===== src/rtl/traffic_pkg.sv =====
// Shared types and the LFSR pattern used by both the generator and checker of each channel.
// Pattern: 32-bit Fibonacci LFSR x^32+x^22+x^2+x+1, shifted left with feedback into bit 0.
package traffic_pkg;

  typedef enum logic [1:0] {
    IDLE,
    RUN,
    DONE
  } state_t;

  // Taps at state bits 31, 21, 1, 0.
  localparam logic [31:0] LFSR_POLY = 32'h8020_0003;

  function automatic logic [31:0] lfsr_next(input logic [31:0] s);
    return {s[30:0], ^(s & LFSR_POLY)};
  endfunction

endpackage


===== src/rtl/traffic_channel.sv =====
// One channel: LFSR word generator on tx, regenerating checker with saturating error count on rx.
// tx word is the current LFSR state, so it stays stable while stalled; err_count updates one cycle after rx handshake.
module traffic_channel
  import traffic_pkg::*;
#(
  parameter int          DATA_WIDTH = 32,
  parameter int          LEN_WIDTH  = 16,
  parameter logic [31:0] SEED       = 32'hACE1_0001
) (
  input  logic                  clk,
  input  logic                  rst,
  input  logic                  launch,
  input  logic                  run,
  input  logic [LEN_WIDTH-1:0]  len,
  output logic                  tx_valid,
  output logic [DATA_WIDTH-1:0] tx_data,
  input  logic                  tx_ready,
  input  logic                  rx_valid,
  input  logic [DATA_WIDTH-1:0] rx_data,
  output logic                  rx_ready,
  output logic                  chan_done,
  output logic                  rx_hs,
  output logic                  err_zero,
  output logic [LEN_WIDTH-1:0]  err_count
);
  logic [31:0]          gen_lfsr;
  logic [31:0]          chk_lfsr;
  logic [LEN_WIDTH-1:0] tx_cnt;
  logic [LEN_WIDTH-1:0] rx_cnt;
  logic                 tx_hs;

  assign tx_valid = run && (tx_cnt < len);
  assign rx_ready = run && (rx_cnt < len);
  assign tx_hs    = tx_valid && tx_ready;
  assign rx_hs    = rx_valid && rx_ready;
  assign tx_data  = gen_lfsr[DATA_WIDTH-1:0];
  assign err_zero = (err_count == '0);

  // Includes this cycle's handshake so the FSM can leave RUN on the edge of the last word.
  assign chan_done = ((rx_cnt + LEN_WIDTH'(rx_hs)) == len);

  always_ff @(posedge clk) begin
    if (rst) begin
      gen_lfsr  <= '0;
      chk_lfsr  <= '0;
      tx_cnt    <= '0;
      rx_cnt    <= '0;
      err_count <= '0;
    end else if (launch) begin
      gen_lfsr  <= SEED;
      chk_lfsr  <= SEED;
      tx_cnt    <= '0;
      rx_cnt    <= '0;
      err_count <= '0;
    end else begin
      if (tx_hs) begin
        gen_lfsr <= lfsr_next(gen_lfsr);
        tx_cnt   <= tx_cnt + LEN_WIDTH'(1);
      end
      if (rx_hs) begin
        chk_lfsr <= lfsr_next(chk_lfsr);
        rx_cnt   <= rx_cnt + LEN_WIDTH'(1);
        if ((rx_data != chk_lfsr[DATA_WIDTH-1:0]) && (err_count != '1))
          err_count <= err_count + LEN_WIDTH'(1);
      end
    end
  end

endmodule


===== config.mk =====
export PLATFORM = sky130hd
export DESIGN_NAME = traffic_channel
export DESIGN_NICKNAME = d
export VERILOG_FILES = /design/src/rtl/traffic_pkg.sv /design/src/rtl/traffic_channel.sv
export SDC_FILE = /design/constraint.sdc
export NUM_CORES = 1
export LEC_CHECK = 0
export CORE_UTILIZATION = 45
export DETAILED_ROUTE_END_ITERATION = 6
export MAX_ROUTING_LAYER = met4
export PLACE_DENSITY = 0.7
export SETUP_SLACK_MARGIN = 0.15
export SLEW_MARGIN = 20
export SYNTH_ARGS = -nofsm -noshare
export SYNTH_HDL_FRONTEND = slang
export SYNTH_SLANG_ARGS = --single-unit

===== constraint.sdc =====
create_clock -name clk -period 6.85 [get_ports clk]
set_clock_uncertainty 0.2 [all_clocks]
set_input_delay 1.37 -clock clk [delete_from_list [all_inputs] [get_ports clk]]
set_output_delay 1.37 -clock clk [all_outputs]
set_load 0.02 [all_outputs]

==> results of run 1 <==
-- Yosys cell counts, types with 2 or more instances --
master and number:
nor3_1 9, xor2_1 26, a21boi_0 2, inv_1 24, and4_1 6, a211oi_1 2
o2111ai_1 2, dfxtp_1 112, and2_1 7, xnor2_1 52, nor4_1 5, nand2_1 111
mux2i_1 9, or2_2 5, or4_1 8, o21ai_0 28, a311o_1 2, o21a_1 3
nor2_1 35, buf_1 3, a21oi_1 101, o31ai_1 7, nand4_1 24, clkbuf_1 33
nand2b_1 2, a21o_1 3, nand3_1 50, nor3b_1 2, buf_2 2, ha_1 36
and3_1 4, or3_1 18
-- tightest hold or removal path: cells and delay by family (launching register included) --
kind,cells,cell delay [ns]
compound gates,1,0.05
flops,1,0.32
simple gates,1,0.05
-- flip-flops by register name, summed over array words and instances (netlist names) --
name       cells
chk_lfsr      32
err_count     16
rx_cnt        16
tx_cnt        16
tx_data       32
-- worst min path at each step --
stage,start,end,slack [ns],depth (start not counted)
after detailed placement,tx_data[27],tx_data[28],0.26,2
after global placement,tx_data[4],tx_data[5],0.25,2
after global routing,tx_data[12],tx_data[13],0.29,2
after CTS,tx_data[8],tx_data[9],0.27,2
after floorplan,chk_lfsr[15],chk_lfsr[15],0.26,2
final,tx_data[19],tx_data[20],0.27,2
-- metal layers --
layer	GRT usage, %	wire length [µm]
met1	31.0	7510
met3	3.63	683
met4	6.89	263
met2	40.0	8050
met5	-	0
-- where the power goes --
group | internal, W | switching [W] | total [W]
Combinational | 0.0000867 | 0.0000928 | 0.000179
Sequential | 0.000661 | 0.0000116 | 0.000673
Clock | 0.000311 | 0.000244 | 0.000555
-- layout make-up --
type                            instances  share of cell area [%]
Multi-Input combinational cell        574                    46.0
Sequential cell                       112                    28.4
Timing Repair Buffer                  148                    17.5
Clock buffer                           11                    3.21
Tap cell                              172                    2.73
Inverter                               25                    1.19
Clock inverter                          5                   0.920
-- timing repair --
item | in CTS | in global routing
setup endpoints to repair | 1 | 1
pin swaps | 1 | 5
gates resized for setup | 4 | 16
-- per-stage QoR --
stage | total power, W | area (µm²) | setup WS, ns | util [%] | std cells
2_1_floorplan | 0.000779 | 6040 | 0.178 | - | 749
3_3_place_gp | 0.000860 | 7490 | -0.181 | 58.4 | 1030
3_5_place_dp | 0.000864 | 7490 | -0.247 | 58.4 | 1030
4_1_cts | 0.00142 | 7810 | 0.179 | 60.9 | 1046
5_1_grt | 0.00147 | 7880 | 0.174 | 61.5 | 1047
6_report | 0.00141 | 7880 | 0.347 | 61.5 | 1047
-- cell families (layout without fill, tap and decap cells) --
| kind of cell | Yosys count | count (layout) | synth area share [%] |
|---|---|---|---|
| muxes | 9 | 9 | 1.49 |
| DFF | 112 | 112 | 37.1 |
| xor gates and xnor gates | 78 | 78 | 11.3 |
| and+or+nand+nor | 290 | 290 | 23.4 |
| adders and majority gates | 36 | 36 | 7.46 |
| AOI/OAI and AO/OA | 161 | 161 | 15.3 |
| buffers and inverters | 63 | 189 | 3.96 |
==> impl_metrics.csv, run 1 <==
group,metric,value,unit
drt,drc,0,
placed_design,dp_hpwl,12000,µm
timing,grt_setup_unrepaired,"no",
synth,synth_nets,839,
critical_path,reg2reg_to,"err_count[11]",
drt,drt-pass1-iter-count,5,
floorplan,rows,41,
placed_design,globalplace.congestion,0.931,
critical_path,max_stage_delay,0.49,ns
clock_tree,clk_latency,0.35,ns
global_routing,antenna_found_initial,0,
drt,routedWlPerCell,15.8,µm
critical_path,cpMaxStageDelayCell,"clkdlybuf4s50_1",
clock_tree,clk_path_buf_depth,2,
clock_tree,path_clk_slew,0.07,ns
drt,num_vias,5787,
timing,min_period_over_period,94.9,%
synth,yosys.area.top_type,"dfxtp_1",
placed_design,io_buffers,106,
critical_path,cp_max_fo,2,
global_routing,grt_overflow,0,
critical_path,r2r_cells,9,
floorplan,die_w,118,µm
timing,post-route-min-period,6.50,ns
timing,setup_viol,0,
critical_path,path_depth,17,
synth,synth_edf_count,0,
clock_tree,cts_tree,"yes",
critical_path,start_kind,"input port",
synth,synth_area_per_cell,8.06,µm²
global_routing,track_usage,24.4,%
finish,seqCellArea,2240,µm²
finish,antenna_cells,0,
synth,synth_top_cell_area_share,37.1,%
timing,worstMarginPinSlew,1.01,ns
floorplan,core_region_area,12800,µm²
finish,final_cell_mix,"112 x dfxtp_1, 110 x nand2_1, 103 x clkdlybuf4s50_1",
global_routing,grt_pass1_vias,5550,
critical_path,reg2reg_slack,2.74,ns
drt,antenna_left,0,
floorplan,die_area,13900,µm²
drt,drtIter0Drc,349,
critical_path,crit_start,"len[3]",
timing,hold_slack,0.268,ns
flow_run,cap_violations,0,
floorplan,die_y,118,µm
finish,fill_cells,1163,
synth,ys_seq_area_share,37.1,%
floorplan,io_pins,107,
critical_path,critPathCaptureType,"primary output",
run_status,status,"finished clean",
finish,drive_above_1_share,9.14,%
floorplan,start_util,47.1,%
drt,via_per_inst,5.53,
worst_hold_path,hp-class,"reg -> reg",
critical_path,r2r-start,"rx_cnt[3]",
timing,hold_violations,0,
clock_tree,numCtsBuffers,9,
synth,synth.distinct_cells,48,
synth,yosys-top-cells-area,"dfxtp_1 37%, a21oi_1 8.4%, xnor2_1 7.5%, ha_1 7.5%, nand2_1 6.9%",
finish,final_common_cell,"dfxtp_1",
power,p_leak,2.81,nW
clock_tree,cts_hold_buf,0,
synth,yosys_register_bits,112,
finish,fin_nets,960,
critical_path,crit_buf_inv,4,
clock_tree,cts_setup_buffers,0,
timing,tns,0,ns
finish,area_growth,30.6,%
finish,multi_input_area,3620,µm²
synth,syn_inst,749,
critical_path,path_cells,"clkdlybuf4s50_1 -> inv_1 -> ha_2 -> a2111o_1 -> a311o_1 -> a31oi_4 -> nand2_2 -> inv_1 -> ha_2 -> ha_2 -> nand2_1 -> or3_4 -> or2_2 -> a311oi_2 -> o21ai_1 -> a211oi_2 -> buf_4",
global_routing,grt_pass1_wl,26900,µm
global_routing,grt_max_degree,62,
clock_tree,root_buffer,"clkbuf_16",
clock_tree,clock_sinks,112,
critical_path,cpMostUsedCell,"ha_2",
synth,async_flop_share,0,%
timing,slew_headroom,32.3,%
critical_path,critPathCapture,"chan_done",
timing,maxSlewViolCount,0,
synth,ys_warn_count,0,
power,p_per_area,179,nW/µm²
synth,synth-main-ff-cell,"dfxtp_1",
critical_path,crit_family,"compound AO/OA/AOI/OAI gates",
clock_tree,htree_levels,3,
synth,synthesis.area,6040,µm²
critical_path,worst_ep_required_time,5.28,ns
drt,drt_wl_total,16500,µm
power,peakVddDrop,0.000116,V
critical_path,arrival,4.93,ns
critical_path,crit_type,"in -> out",
timing,maxClockFrequency,154,MHz
Note: power is estimated with default switching activity, not from simulation.
==> run 2: changes to the inputs <==
--- a/config.mk
+++ b/config.mk
@@ -8,7 +8,7 @@
 export CORE_UTILIZATION = 45
 export DETAILED_ROUTE_END_ITERATION = 6
 export MAX_ROUTING_LAYER = met4
-export PLACE_DENSITY = 0.7
+export PLACE_DENSITY = 0.73
 export SETUP_SLACK_MARGIN = 0.15
 export SLEW_MARGIN = 20
 export SYNTH_ARGS = -nofsm -noshare
==> constraint.sdc (replaced) <==
create_clock -name clk -period 5.5 [get_ports clk]
set_clock_uncertainty 0.2 [all_clocks]
set_input_delay 1.1 -clock clk [delete_from_list [all_inputs] [get_ports clk]]
set_output_delay 1.1 -clock clk [all_outputs]
set_load 0.02 [all_outputs]
==> run 2 against run 1 <==
Effect of this change: power grew 23%; combinational power up 30%; sequential share of layout area is 0.86 points lower; final area up 3.1%; critical endpoint unchanged; largest power group unchanged.
==> impl_metrics.csv, run 2 (synthesis gave the netlist of run 1 again) <==
group,metric,value,unit
power,seqPwrFrac,48.3,%
global_routing,track_usage,24.6,%
finish,area_growth,34.7,%
floorplan,io_pins,107,
flow_run,cap_violations,0,
critical_path,cp_max_fo,4,
floorplan,core_region_area,12800,µm²
worst_hold_path,worstHoldPathCells,2,
critical_path,start_kind,"input port",
timing,maxClockFrequency,184,MHz
critical_path,critPathCaptureType,"primary output",
critical_path,arrival,4.13,ns
power,switchingPower,0.000478,W
power,p_clk_share,38.2,%
clock_tree,cts_hold_buf,0,
clock_tree,cts_tree,"yes",
clock_tree,htree_levels,3,
timing,maxSlewViolCount,0,
finish,final_common_cell,"dfxtp_1",
clock_tree,root_buffer,"clkbuf_16",
finish,antenna_cells,0,
floorplan,die_area,13900,µm²
floorplan,die_w,118,µm
clock_tree,path_clk_slew,0.08,ns
power,peakVddDrop,0.000206,V
timing,hold_violations,0,
critical_path,worst_ep_required_time,4.20,ns
critical_path,r2r_cells,12,
timing,worstMarginPinSlew,0.840,ns
timing,slew_headroom,44.0,%
global_routing,antenna_found_initial,0,
worst_hold_path,hp-class,"reg -> reg",
global_routing,grt_max_degree,50,
finish,drive_above_1_share,14.7,%
drt,via_per_inst,5.50,
timing,post-route-min-period,5.43,ns
clock_tree,numCtsBuffers,9,
finish,utilization,63.4,%
placed_design,dp_hpwl,11500,µm
floorplan,die_y,118,µm
global_routing,grt_pass1_vias,5795,
drt,antenna_left,0,
timing,fin_ws,0.0696,ns
placed_design,globalplace.congestion,0.889,
power,p_leak,2.87,nW
clock_tree,clk_latency,0.36,ns
placed_design,io_buffers,106,
drt,num_vias,5842,
placed_design,post-place-ws,-1.00,ns
clock_tree,clk_path_buf_depth,2,
power,switching_share,27.6,%
drt,drc,0,
drt,routedWlPerCell,15.2,µm
critical_path,crit_type,"in -> out",
placed_design,dpl_cell_area,7660,µm²
timing,setup_viol,0,
finish,finalInstanceArea,8130,µm²
timing,tns,0,ns
drt,drt_wl_total,16200,µm
clock_tree,clock_sinks,112,
floorplan,rows,41,
global_routing,grt_pass1_wl,27200,µm
timing,grt_setup_unrepaired,"yes",
placed_design,dp_cells,1040,
run_status,status,"finished clean",
drt,drt-pass1-iter-count,4,
power,p_comb_share,13.4,%
finish,final_cells,1062,
floorplan,start_util,47.1,%
finish,final_cell_mix,"112 x dfxtp_1, 109 x nand2_1, 97 x a21oi_1",
power,p_per_area,213,nW/µm²
power,internal-power,0.00125,W
global_routing,grt_overflow,0,
finish,fill_cells,1120,
finish,fin_nets,975,
timing,min_period_over_period,98.7,%
drt,drtIter0Drc,337,
-- run 2: cell types whose count changed in the layout (fill, tap and decap cells not counted), moves of 4 or more --
cell,delta
ha_1,-7
buf_4,+14
dlygate4sd2_1,+4
inv_2,+9
clkdlybuf4s50_1,-14
buf_6,+4
ha_4,+8
inv_1,-11
o21ai_0,-4
-- run 2: what timing repair did --
action,in CTS,in global routing
gates resized for setup,77,12
setup endpoints to repair,1,1
setup buffers,5,1
pin swaps,23,9
-- run 2: layout make-up --
| type | count | area [µm²] | share of cell area (%) |
|---|---|---|---|
| multi-input cells | 574 | 3780 | 46.5 |
| clock inverters | 7 | 75.1 | 0.924 |
| well taps | 172 | 215 | 2.65 |
| flip-flops and latches | 112 | 2240 | 27.6 |
| repair buffers | 163 | 1480 | 18.1 |
| inverters | 25 | 114 | 1.40 |
| clock buffers | 9 | 225 | 2.77 |
-- run 2: worst paths after layout --
| kind | start | end | slack [ns] |
|---|---|---|---|
| worst max register to register | rx_cnt[3] | err_count[11] | 2.01 |
| worst min register to register | tx_data[4] | tx_data[5] | 0.28 |
| worst max-delay path | len[14] | chan_done | 0.07 |
| worst min-delay path | tx_data[4] | tx_data[5] | 0.28 |
-- run 2: critical path: stages --
cell and delay (ns):
clkdlybuf4s15_1 0.21, inv_1 0.07, ha_1 0.30, nand2_1 0.08, a2bb2oi_2 0.14, o2111ai_2 0.17
a31oi_4 0.23, nand2_4 0.10, inv_8 0.06, ha_4 0.14, buf_6 0.10, nand3_4 0.08
or3_4 0.38, or2_4 0.23, a311o_1 0.35, a211oi_4 0.25, buf_6 0.15
-- run 2: through the flow --
step           hold WS (ns)  power [W]
6_report              0.276    0.00173
5_1_grt               0.287    0.00180
4_1_cts               0.274    0.00175
3_5_place_dp          0.262    0.00108
3_3_place_gp          0.254    0.00108
2_1_floorplan         0.261   0.000974
-- run 2: power by group through the flow --
stage               clock network (W)  logic [W]  registers [W]
finish                       0.000663   0.000233       0.000837
global route                 0.000710   0.000253       0.000839
CTS                          0.000679   0.000232       0.000837
detailed placement                  0   0.000227       0.000856
global placement                    0   0.000222       0.000855
floorplan                           0   0.000113       0.000861
-- run 2: routing by layer --
| layer | GRT usage (%) | vias up | routed length, µm |
|---|---|---|---|
| li1 | - | 2905 | - |
| met1 | 29.4 | 2741 | 6990 |
| met2 | 41.1 | 160 | 8020 |
| met3 | 5.23 | 36 | 814 |
| met4 | 7.69 | 0 | 325 |
| met5 | - | - | 0 |
==> run 3: changes to the inputs <==
--- a/config.mk
+++ b/config.mk
@@ -7,6 +7,7 @@
 export LEC_CHECK = 0
 export CORE_UTILIZATION = 45
 export DETAILED_ROUTE_END_ITERATION = 6
+export GPL_TIMING_DRIVEN = 0
 export MAX_ROUTING_LAYER = met4
 export PLACE_DENSITY = 0.73
 export SETUP_SLACK_MARGIN = 0.15
==> run 3 against run 2 <==
Effect of this change: the run now ends with negative setup slack left; routed wire length up 4.0%; core utilization down 1.1 points; die area unchanged; first-iteration DRC count down 0.89%; count of clock-buffer cells in the layout up 2; critical endpoint unchanged.
==> impl_metrics.csv, run 3 (synthesis gave the netlist of run 1 again) <==
group,metric,value,unit
run_status,status,"finished with violations",
run_status,violations,"negative setup slack",
clock_tree,root_buffer,"clkbuf_16",
drt,drc,0,
clock_tree,clock_sinks,112,
drt,drt_wl_total,16800,µm
critical_path,r2r_cells,10,
power,peakVddDrop,0.000150,V
finish,finalInstanceArea,7990,µm²
finish,final_common_cell,"dfxtp_1",
finish,final_cell_mix,"112 x dfxtp_1, 108 x nand2_1, 99 x a21oi_1",
timing,post-route-min-period,5.69,ns
critical_path,worst_ep_required_time,4.20,ns
drt,drt-pass1-iter-count,5,
timing,fin_ws,-0.187,ns
finish,multi_input_area,3800,µm²
floorplan,die_y,118,µm
global_routing,use_met1,31.2,%
global_routing,busiest_layer,"met2",
critical_path,arrival,4.39,ns
finish,seqCellArea,2240,µm²
clock_tree,path_clk_slew,0.07,ns
timing,hold_violations,0,
critical_path,cp_max_fo,4,
timing,grt_setup_unrepaired,"yes",
floorplan,io_pins,107,
worst_hold_path,min_to,"tx_data[11]",
drt,via_per_inst,5.62,
clock_tree,cts_tree,"yes",
timing,maxSlewViolCount,0,
floorplan,die_w,118,µm
drt,routedWlPerCell,15.9,µm
power,p_leak,2.74,nW
floorplan,start_util,47.1,%
finish,final_cells,1055,
placed_design,globalplace.congestion,0.930,
worst_hold_path,hp-start,"tx_data[10]",
floorplan,die_area,13900,µm²
global_routing,track_usage,24.6,%
critical_path,start_kind,"input port",
clock_tree,clk_path_buf_depth,2,
timing,setup_viol,1,
finish,area_growth,32.4,%
drt,drtIter0Drc,334,
critical_path,reg2reg_to,"err_count[5]",
worst_hold_path,hp-class,"reg -> reg",
finish,fin_nets,968,
global_routing,grtUsageMet2,39.2,%
floorplan,rows,41,
placed_design,dpl_cell_area,7430,µm²
placed_design,io_buffers,105,
critical_path,crit_type,"in -> out",
global_routing,grt_overflow,0,
timing,worstMarginPinSlew,0.677,ns
power,p_per_area,221,nW/µm²
drt,antenna_left,0,
global_routing,antenna_found_initial,0,
floorplan,core_region_area,12800,µm²
placed_design,dp_hpwl,12200,µm
worst_hold_path,worstHoldPathCells,2,
placed_design,post-place-ws,-1.61,ns
timing,min_period_over_period,103,%
critical_path,critPathCaptureType,"primary output",
finish,fill_cells,1158,
global_routing,grt_pass1_vias,5722,
flow_run,cap_violations,0,
clock_tree,numCtsBuffers,9,
global_routing,grt_max_degree,18,
global_routing,grt_pass1_wl,27100,µm
finish,antenna_cells,0,
placed_design,dp_cells,1026,
timing,maxClockFrequency,176,MHz
clock_tree,clk_latency,0.35,ns
global_routing,globalRouteMet3Util,4.36,%
critical_path,r2r-start,"rx_cnt[1]",
critical_path,reg2reg_slack,2.20,ns
finish,drive_above_1_share,9.74,%
timing,slew_headroom,54.9,%
clock_tree,htree_levels,3,
drt,num_vias,5929,
run 3: worst max path at each step:
stage                end    from
2_1_floorplan  chan_done  len[1]
3_3_place_gp   chan_done  len[1]
3_5_place_dp   chan_done  len[1]
4_1_cts        chan_done  len[1]
5_1_grt        chan_done  len[1]
6_report       chan_done  len[1]
run 3: what timing repair did:
item                                    CTS  global route
gates resized for setup                  67            29
buffers inserted                          8             5
endpoints found under the setup margin    3             1
hold buffers                              0             0
pin swaps                                17            16
run 3: stage by stage:
| stage | power [W] | setup TNS, ns | utilization, % | hold slack (ns) |
|---|---|---|---|---|
| floorplan | 0.000974 | -0.0354 | - | 0.261 |
| global placement | 0.00107 | -1.60 | 57.9 | 0.255 |
| detailed placement | 0.00107 | -1.70 | 57.9 | 0.263 |
| CTS | 0.00176 | -0.275 | 61.2 | 0.272 |
| global route | 0.00183 | -0.275 | 62.3 | 0.289 |
| finish | 0.00176 | -0.187 | 62.3 | 0.272 |
run 3: worst max-delay path, stage by stage:
cell and delay, ns:
buf_12 0.11, inv_12 0.04, ha_4 0.18, a2111o_1 0.37
a311o_1 0.32, a31oi_4 0.25, nand2_4 0.08, clkbuf_16 0.17
clkinv_8 0.04, ha_4 0.13, buf_6 0.10, nand3_4 0.10
or3_4 0.43, or2_4 0.25, a311o_1 0.35, a211oi_4 0.21
buf_6 0.14
run 3: area by class of cell:
type | instances | area share (%)
multi-input combinational | 574 | 47.6
sequential | 112 | 28.1
timing repair buffer | 118 | 14.1
clock buffer | 11 | 2.91
tap | 172 | 2.69
buffer | 38 | 2.08
inverter | 25 | 1.52
clock inverter | 5 | 0.987
run 3: layer usage:
metal,vias up,wire length [µm]
met2,165,8050
li1,2884,-
met3,29,822
met1,2851,7580
met5,-,0
met4,0,343
run 3: report_power, final:
group | switching (W) | internal, W
clock network | 0.000296 | 0.000400
registers | 0.0000147 | 0.000824
logic | 0.000127 | 0.000103
total | 0.000438 | 0.00133
